===== config.mk =====
export PLATFORM = sky130hd
export DESIGN_NAME = sprite_plotter
export DESIGN_NICKNAME = d
export VERILOG_FILES = /design/src/rtl/sprite_pkg.sv /design/src/rtl/slot_mapper.sv /design/src/rtl/sprite_plotter.sv
export SDC_FILE = /design/constraint.sdc
export NUM_CORES = 1
export LEC_CHECK = 0
export CAP_MARGIN = 40
export CORE_ASPECT_RATIO = 2
export CORE_MARGIN = 4
export CORE_UTILIZATION = 44
export CTS_CLUSTER_DIAMETER = 60
export CTS_CLUSTER_SIZE = 24
export DETAILED_ROUTE_END_ITERATION = 7
export PLACE_DENSITY = 0.76
export SKIP_LAST_GASP = 1
export SLEW_MARGIN = 10
export SYNTH_ARGS = -nofsm -noshare
export SYNTH_HDL_FRONTEND = slang
export SYNTH_SLANG_ARGS = --single-unit

===== constraint.sdc =====
create_clock -name CLOCK_50 -period 2.7 [get_ports CLOCK_50]
set_clock_uncertainty 0.05 [all_clocks]
set_input_delay 0.54 -clock CLOCK_50 [delete_from_list [all_inputs] [get_ports CLOCK_50]]
set_output_delay 0.54 -clock CLOCK_50 [all_outputs]
set_load 0.1 [all_outputs]

===== src/rtl/sprite_pkg.sv =====
// Shared screen geometry, FSM encoding and slot helpers for the sprite drawing stage.
// Pure declarations: no latency, no flow control.
package sprite_pkg;

    localparam int SCREEN_W      = 160;
    localparam int SCREEN_H      = 120;
    localparam int NUM_PRESS_POS = 6;
    localparam int NUM_GARB_POS  = 4;

    localparam logic [2:0] BLACK = 3'b000;

    typedef enum logic [1:0] {
        IDLE,
        DRAW,
        DONE
    } state_t;

    // Press slots sweep right across columns 0..3 and then back to 1.
    function automatic logic [1:0] fold_col(input logic [2:0] pos);
        return (pos <= 3'd3) ? pos[1:0] : 2'(3'd6 - pos);
    endfunction

endpackage


===== src/rtl/slot_mapper.sv =====
// Maps a slot request (item, position) to a sprite origin, extent and validity flag.
// Combinational, zero latency; it has no flow control of its own.
module slot_mapper
    import sprite_pkg::*;
#(
    parameter int COL_X0    = 16,
    parameter int COL_PITCH = 36,
    parameter int PRESS_Y   = 20,
    parameter int PRESS_W   = 24,
    parameter int PRESS_H   = 12,
    parameter int GARB_Y    = 90,
    parameter int GARB_W    = 16,
    parameter int GARB_H    = 12,
    parameter int CX_W      = 5,
    parameter int CY_W      = 4
) (
    input  logic            item,
    input  logic [2:0]      position,
    output logic            valid,
    output logic [7:0]      ox,
    output logic [6:0]      oy,
    output logic [CX_W-1:0] last_cx,
    output logic [CY_W-1:0] last_cy
);

    logic [1:0] col;
    logic [8:0] ox_sum;

    always_comb begin
        col    = item ? fold_col(position) : position[1:0];
        valid  = item ? (int'(position) < NUM_PRESS_POS) : (int'(position) < NUM_GARB_POS);
        ox_sum = 9'(COL_X0) + 9'(col) * 9'(COL_PITCH);
        // Garbage is narrower than the press and sits centred under it.
        if (!item) begin
            ox_sum = ox_sum + 9'((PRESS_W - GARB_W) / 2);
        end
        ox      = 8'(ox_sum);
        oy      = item ? 7'(PRESS_Y) : 7'(GARB_Y);
        last_cx = item ? CX_W'(PRESS_W - 1) : CX_W'(GARB_W - 1);
        last_cy = item ? CY_W'(PRESS_H - 1) : CY_W'(GARB_H - 1);
    end

endmodule


===== src/rtl/sprite_plotter.sv =====
// Rasterises one press/garbage sprite per start handshake into a registered x/y/colour/plot stream.
// First pixel one cycle after start, done W*H+1 cycles after start (1 if invalid); start ignored while busy.
module sprite_plotter
    import sprite_pkg::*;
#(
    parameter int         COL_X0       = 16,
    parameter int         COL_PITCH    = 36,
    parameter int         PRESS_Y      = 20,
    parameter int         PRESS_W      = 24,
    parameter int         PRESS_H      = 12,
    parameter int         GARB_Y       = 90,
    parameter int         GARB_W       = 16,
    parameter int         GARB_H       = 12,
    parameter logic [2:0] PRESS_COLOUR = 3'b111,
    parameter logic [2:0] GARB_COLOUR  = 3'b010
) (
    input  logic       CLOCK_50,
    input  logic       reset,
    input  logic       start,
    input  logic       item,
    input  logic       erase,
    input  logic [2:0] position,
    output logic       busy,
    output logic       done,
    output logic [7:0] x,
    output logic [6:0] y,
    output logic [2:0] colour,
    output logic       plot
);

    localparam int CX_W = $clog2((PRESS_W > GARB_W) ? PRESS_W : GARB_W);
    localparam int CY_W = $clog2((PRESS_H > GARB_H) ? PRESS_H : GARB_H);

    if ((COL_X0 + 3 * COL_PITCH + PRESS_W > SCREEN_W) ||
        (PRESS_Y + PRESS_H > SCREEN_H) ||
        (GARB_Y + GARB_H > SCREEN_H)) begin : g_bad_geometry
        $error("sprite_plotter: sprite geometry falls outside the screen");
    end

    state_t          state, state_nxt;
    logic [CX_W-1:0] cx, cx_nxt, req_last_cx, last_cx_nxt;
    logic [CY_W-1:0] cy, cy_nxt, req_last_cy, last_cy_nxt;
    logic [7:0]      req_ox, ox_nxt, x_nxt;
    logic [6:0]      req_oy, oy_nxt, y_nxt;
    logic [2:0]      colour_nxt;
    logic            busy_nxt, done_nxt, plot_nxt;
    logic [8:0]      x_sum, y_sum;

    logic            map_valid;
    logic [7:0]      map_ox;
    logic [6:0]      map_oy;
    logic [CX_W-1:0] map_last_cx;
    logic [CY_W-1:0] map_last_cy;

    slot_mapper #(
        .COL_X0    (COL_X0),
        .COL_PITCH (COL_PITCH),
        .PRESS_Y   (PRESS_Y),
        .PRESS_W   (PRESS_W),
        .PRESS_H   (PRESS_H),
        .GARB_Y    (GARB_Y),
        .GARB_W    (GARB_W),
        .GARB_H    (GARB_H),
        .CX_W      (CX_W),
        .CY_W      (CY_W)
    ) u_slot_mapper (
        .item     (item),
        .position (position),
        .valid    (map_valid),
        .ox       (map_ox),
        .oy       (map_oy),
        .last_cx  (map_last_cx),
        .last_cy  (map_last_cy)
    );

    always_comb begin
        state_nxt   = state;
        cx_nxt      = cx;
        cy_nxt      = cy;
        ox_nxt      = req_ox;
        oy_nxt      = req_oy;
        last_cx_nxt = req_last_cx;
        last_cy_nxt = req_last_cy;
        colour_nxt  = colour;
        busy_nxt    = busy;
        done_nxt    = 1'b0;
        plot_nxt    = 1'b0;
        x_nxt       = x;
        y_nxt       = y;
        x_sum       = '0;
        y_sum       = '0;

        case (state)
            IDLE: begin
                busy_nxt = 1'b0;
                if (start) begin
                    // Geometry is captured from the mapper here so later input changes cannot disturb the draw.
                    busy_nxt    = 1'b1;
                    ox_nxt      = map_ox;
                    oy_nxt      = map_oy;
                    last_cx_nxt = map_last_cx;
                    last_cy_nxt = map_last_cy;
                    colour_nxt  = erase ? BLACK : (item ? PRESS_COLOUR : GARB_COLOUR);
                    cx_nxt      = '0;
                    cy_nxt      = '0;
                    if (map_valid) begin
                        state_nxt = DRAW;
                        plot_nxt  = 1'b1;
                        x_nxt     = map_ox;
                        y_nxt     = map_oy;
                    end else begin
                        state_nxt = DONE;
                        done_nxt  = 1'b1;
                    end
                end
            end
            DRAW: begin
                if ((cx == req_last_cx) && (cy == req_last_cy)) begin
                    state_nxt = DONE;
                    done_nxt  = 1'b1;
                end else begin
                    if (cx == req_last_cx) begin
                        cx_nxt = '0;
                        cy_nxt = cy + 1'b1;
                    end else begin
                        cx_nxt = cx + 1'b1;
                    end
                    plot_nxt = 1'b1;
                    x_sum    = 9'(req_ox) + 9'(cx_nxt);
                    y_sum    = 9'(req_oy) + 9'(cy_nxt);
                    x_nxt    = 8'(x_sum);
                    y_nxt    = 7'(y_sum);
                end
            end
            DONE: begin
                state_nxt = IDLE;
                busy_nxt  = 1'b0;
            end
            default: begin
                state_nxt = IDLE;
                busy_nxt  = 1'b0;
            end
        endcase
    end

    always_ff @(posedge CLOCK_50) begin
        if (reset) begin
            state       <= IDLE;
            cx          <= '0;
            cy          <= '0;
            req_ox      <= '0;
            req_oy      <= '0;
            req_last_cx <= '0;
            req_last_cy <= '0;
            colour      <= '0;
            busy        <= 1'b0;
            done        <= 1'b0;
            plot        <= 1'b0;
            x           <= '0;
            y           <= '0;
        end else begin
            state       <= state_nxt;
            cx          <= cx_nxt;
            cy          <= cy_nxt;
            req_ox      <= ox_nxt;
            req_oy      <= oy_nxt;
            req_last_cx <= last_cx_nxt;
            req_last_cy <= last_cy_nxt;
            colour      <= colour_nxt;
            busy        <= busy_nxt;
            done        <= done_nxt;
            plot        <= plot_nxt;
            x           <= x_nxt;
            y           <= y_nxt;
        end
    end

endmodule


Yosys cells after proc, flatten, opt, wreduce, memory -nomap -nowiden
Index checks and enable logic that the tools add are counted.
{"block": "word_totals", "ff_bits": 53, "in_bits": 8, "out_inout_bits": 21, "word_cells": 80}
{"block": "classes", "add_sub_neg": 7, "multipliers": 1, "magnitude_cmp": 3, "n_eq_ne": 7, "mux": 42, "reduce_logical": 7}
{"cell": "8-bit 2-to-1 mux", "count": 4}
{"cell": "5-bit 2-to-1 mux", "count": 6}
{"cell": "7-bit 2-to-1 mux", "count": 4}
{"cell": "4-bit 2-to-1 mux", "count": 5}
{"cell": "8-bit one-hot mux with 2 select lines", "count": 1}
{"cell": "7-bit one-hot mux with 2 select lines", "count": 1}
{"cell": "2-bit 2-to-1 mux", "count": 5}
{"cell": "5-bit one-hot mux with 2 select lines", "count": 1}
{"cell": "5-bit by 8-bit adder with 8-bit output (first input constant)", "count": 1}
{"cell": "8-bit by 3-bit adder with 8-bit output (second input constant)", "count": 1}
{"cell": "8-bit by 5-bit adder with 8-bit output", "count": 1}
{"cell": "1-bit 2-to-1 mux", "count": 8}
{"cell": "2-bit != test (second input constant)", "count": 4}
{"cell": "4-bit one-hot mux with 2 select lines", "count": 1}
{"cell": "7-bit by 4-bit adder with 7-bit output", "count": 1}
{"cell": "3-bit less-than comparator (second input constant)", "count": 2}
{"cell": "2-bit by 4-bit multiplier with 6-bit output (second input constant)", "count": 1}
{"cell": "3-bit 2-to-1 mux", "count": 2}
{"cell": "1-bit one-hot mux with 2 select lines", "count": 3}
{"cell": "5-bit by 1-bit adder with 5-bit output (second input constant)", "count": 1}
{"cell": "5-bit == test", "count": 1}
{"cell": "4-bit by 1-bit adder with 4-bit output (second input constant)", "count": 1}
{"cell": "4-bit == test", "count": 1}
{"cell": "2-bit one-hot mux with 2 select lines", "count": 1}
{"cell": "other kinds (9)", "count": 10}

Logic depth before layout (Yosys ltp)
{"block": "logic_depth", "depth_word": 10, "mapped_depth": 11, "mapped_depth_nobuf": 10}

Hierarchy
Synthesis repeated with hierarchy kept, for this count alone.
{"block": "hier_totals", "hier_cells": 398, "hier_area_um2": 3214.3}
{"mod": "sprite_plotter", "n_inst": 1, "cells_each": 359, "area_each_um2": 2940.3, "seq_area_each_um2": 1101.1}
{"mod": "slot_mapper", "n_inst": 1, "cells_each": 39, "area_each_um2": 274.0, "seq_area_each_um2": 0.0}

Least setup slack after synthesis
Ideal clock, no wire load.
{"block": "synth_timing", "kind": "register to register", "startpoint": "register req_last_cx[2]", "endpoint": "register x[6]", "setup_ns": 0.125, "arrival_time_ns": 2.818, "t_required_ns": 2.525, "setup_slack_ns": -0.293, "stages_incl_launch_ff": 10, "n_path_buf": 1, "synth_period_minus_slack_ns": 2.993, "cell_sequence": "dfxtp_1 -> or4_4 -> a211oi_4 -> buf_2 -> nor2_1 -> ha_1 -> fa_1 -> or4_1 -> nand4_1 -> o21ai_0"}
{"block": "synth_via", "elab_chain_cells": 7, "elab_cells_between_ends": 10, "classes_between": "1 x add/sub; 2 x eq/ne; 5 x mux; 2 x reduce/logical"}
{"element": "start, declared", "line": "sprite_plotter.sv:41", "text": "logic [CX_W-1:0] cx, cx_nxt, req_last_cx, last_cx_nxt;"}
{"element": "start signal, assigned", "line": "sprite_plotter.sv:167", "text": "req_last_cx <= last_cx_nxt;"}
{"element": "5-bit == test (*)", "line": "sprite_plotter.sv:118, sprite_plotter.sv:122"}
{"element": "5-bit 2-to-1 mux", "line": "sprite_plotter.sv:122", "text": "if (cx == req_last_cx) begin"}
{"element": "5-bit 2-to-1 mux", "line": "sprite_plotter.sv:118", "text": "if ((cx == req_last_cx) && (cy == req_last_cy)) begin"}
{"element": "5-bit 2-to-1 mux", "line": "sprite_plotter.sv:93", "text": "case (state)"}
{"element": "8-bit by 5-bit adder with 8-bit output", "line": "sprite_plotter.sv:129", "text": "x_sum = 9'(req_ox) + 9'(cx_nxt);"}
{"element": "8-bit 2-to-1 mux", "line": "sprite_plotter.sv:118"}
{"element": "8-bit one-hot mux with 2 select lines", "line": "sprite_plotter.sv:93"}
{"element": "end signal, assigned", "line": "sprite_plotter.sv:173", "text": "x <= x_nxt;"}
{"element": "end, declared", "line": "sprite_plotter.sv:25", "text": "output logic [7:0] x,"}
Every way passes the cells marked *; elsewhere a longest branch is shown, timed or not. The select of a mux whose other input is x is not followed.
A chain may end at the register's enable or synchronous reset.

Worst setup path in the final report
Same ends and word-level chain as after synthesis.

==> flow_summary.toml <==
[routing]
avgRoutedWirePerCell_um = 14.94
drc = 0
vias = 2000
drt_wl_total_mm = 5.379
drt-vias-per-instance = 5.556
ant_nets = 0
firstDrtPassIters = 4
drt_iter0_drc = 34

[global_route]
grt_max_degree = 23
grt_use_met2 = 0.3115
grt_pass1_wl_mm = 8.480
groute.layer.met1.usage = 0.1833
grt_usage = 0.1737
grt_pass1_vias = 1891
grt_overflow_total = 0
busiest_layer = "met2"
use_met3 = 0.02530
antenna_found_initial = 0

[setup_path]
cpMaxStageDelayCell = "or4_4"
rr_worst_depth = 10
path_cells = "or4_4, a211oi_4, buf_6, buf_6, nor2_4, ha_4, fa_2, or4_1, nand4_1, o21ai_1"
crit_arrival_ps = 2930
crit_path_max_fanout = 4
critPathCaptureType = "flip-flop"
crit_path_max_incr_delay_ps = 540
critPathRequiredTime_ps = 2830
reg2reg_from = "req_last_cx[2]"
critPathKind = "flip-flop to flip-flop"
worst-path-buf-inv = 2
crit_path_start_kind = "flip-flop"
r2r-end = "x[6]"
cp_top_family = "simple AND/OR/NAND/NOR gates"
crit_top_cell = "buf_6"
reg2reg_slack_ps = -90

[floorplan]
rows = 35
start_util = 0.4577
io_pins = 29
dieArea_um2 = 6123
dieHeight_um = 106.7
coreArea_um2 = 4686
die_w_um = 57.37

[logic_synthesis]
ys_seq_area_frac = 0.3734
syn_inst = 254
ys_ff_latch = 40
yosys.area_share.simple = 0.2147
synth-async-reset-ratio = 0
post_synth.cell_area_avg_um2 = 8.443
synthMuxAreaShare = 0.02392
synth_top_family_by_area = "simple AND/OR/NAND/NOR gates"
synth_nets = 275
synthFlopType = "dfxtp_1"
synth_edf_count = 0
synth_area_leaders = "dfxtp_1 37%, ha_1 6.4%, a21oi_1 6.1%"
synth_cell_type_count = 46
synth_fa_ha_area_frac = 0.08285
synth_compound_gate_area_share = 0.2013
synth_top_area_frac = 0.3734
yosysWarnings = 0
synth_largest_area_cell = "dfxtp_1"
synth-xor-area-share = 0.05718
syn_area_um2 = 2145

[timing]
period_share = 1.035
worst_hold_slack_ps = 400.9
min_period_ps = 2794
worst_pin_slew_ps = 503.5
rsz0062_at_grt = "yes"
setup_slack_ps = -94.29
finalHoldViolCount = 0
slew_violations = 0
finalSetupViolCount = 6
relSlewSlack = 0.6643
max_clock_freq_ghz = 0.3579

[cts]
cts_htree_levels = 2
cts_hold_buf = 0
clk_pin_slew_ps = 80
cts_tree = "built"
numClockSinks = 40
cts_buffers = 5
insertion_delay_ps = 290
root_buffer = "clkbuf_8"
cts_buffer_depth = 2

[placement]
dp_hpwl_mm = 3.868
post-place-ws_ps = -95.45
numPortBuffers = 28
gp_congestion = 0.8458

[worst_hold_path]
min_from = "y[6]"
hold_depth = 2
min-delay-path-class = "flip-flop to flip-flop"
min_to = "y[6]"

[power_and_ir_drop]
combPwrFrac = 0.357
irDropWorstVdd_mv = 0.4840
pwr-share-seq = 0.400
clockPowerShare = 0.243
power.total_mw = 1.672
switchingPower_mw = 0.6344
p_int_mw = 1.037
leakagePower_nw = 1.176
p_per_area_nw_per_um2 = 595.2
switching_share = 0.3794

[finish]
nNetsFinal = 325
antennaDiodeCount = 0
layout_commonest_cell = "buf_4"
drive_gt1_frac = 0.2721
fillers = 404
area_growth_pct = 30.98
multi_input_area_um2 = 1343
seqCellArea_um2 = 804.5
final_cell_mix = "48 x buf_4, 37 x dfxtp_1, 31 x nor2_1"

[flow_run]
maxCapViolations = 0

[status]
status = "finished, violations left"
violations = "negative setup slack"
[synth_stat cells, types with 2 or more instances]
library cell	instances
a311oi_1	3
nor3_1	7
ha_1	11
nand2b_1	2
o21ai_0	7
nand3_1	4
xnor2_1	8
inv_1	5
buf_1	3
clkbuf_1	8
nand3b_1	2
o211ai_1	6
dfxtp_1	40
a311oi_2	3
mux2i_1	4
nand4_1	5
xor2_1	6
a21o_1	2
nor2_1	34
fa_1	2
a21oi_1	26
buf_2	2
a211oi_1	5
or4_1	3
nor2b_1	4
or2_1	2
buf_6	2
nand2_1	30
[layout make-up]
type                       count  share of cell area
clock buffer                   8             0.03207
inverter                       5            0.006682
multi-input combinational    193              0.4780
sequential                    40              0.2864
tap                           55             0.02450
timing repair buffer          59              0.1724
[tightest hold or removal path, delay by kind of cell (launching register included)]
family | cells | cell delay, ps
compound gates | 1 | 50
simple gates | 1 | 50
flops | 1 | 310
[cell families after synthesis]
kind of cell	count (synthesis)
DFF	40
and+or+nand+nor	99
AOI/OAI and AO/OA	62
adders and majority gates	13
buffers and inverters	21
muxes	5
xor gates and xnor gates	14
[worst max-delay path by stage]
stage / startpoint / slack [ps] / cells past startpoint / to
4_1_cts: cx[1] / -20 / 12 / x[7]
3_5_place_dp: cx[1] / -100 / 12 / x[7]
5_1_grt: req_last_cx[2] / -200 / 8 / y[3]
2_1_floorplan: cx[1] / -70 / 9 / x[6]
3_3_place_gp: cx[1] / 5 / 12 / x[7]
6_report: req_last_cx[2] / -90 / 10 / x[6]
[routing by layer]
layer | routed length [µm] | share of wire | vias to the layer above
met2 | 3030 | 0.56 | 42
met3 | 187 | 0.035 | 8
li1 | - | - | 991
met5 | 0 | 0 | -
met4 | 95 | 0.018 | 0
met1 | 2066 | 0.38 | 959
[registers in the layout, summed over array words and instances (netlist names)]
signal       cells
colour           2
state            2
y                7
req_last_cx      2
req_ox           6
plot             1
busy             1
done             1
req_oy           1
x                8
cx               5
cy               4
[timing repair]
action,CTS,global route
buffers inserted,1,3
setup endpoints to repair,4,8
pin swaps,2,15
gates resized for setup,3,15
[power groups by stage]
| stage | Combinational [mW] | Sequential [mW] | Clock, mW |
|---|---|---|---|
| after global placement | 0.547 | 0.679 | 0 |
| after detailed placement | 0.554 | 0.680 | 0 |
| after floorplan | 0.216 | 0.871 | 0 |
| final | 0.597 | 0.669 | 0.406 |
| after global routing | 0.632 | 0.675 | 0.435 |
| after CTS | 0.565 | 0.667 | 0.414 |
[metrics by stage]
stage | utilization | instance area (µm²) | instances | TNS [ps]
after detailed placement | 0.5535 | 2594 | 349 | -195.4
after global placement | 0.5535 | 2594 | 349 | 0
after global routing | 0.5995 | 2809 | 360 | -1316
after floorplan | - | 2162 | 254 | -169.6
after CTS | 0.5778 | 2708 | 358 | -55.22
final | 0.5995 | 2809 | 360 | -321.0
Note: power is estimated with default switching activity, not from simulation.
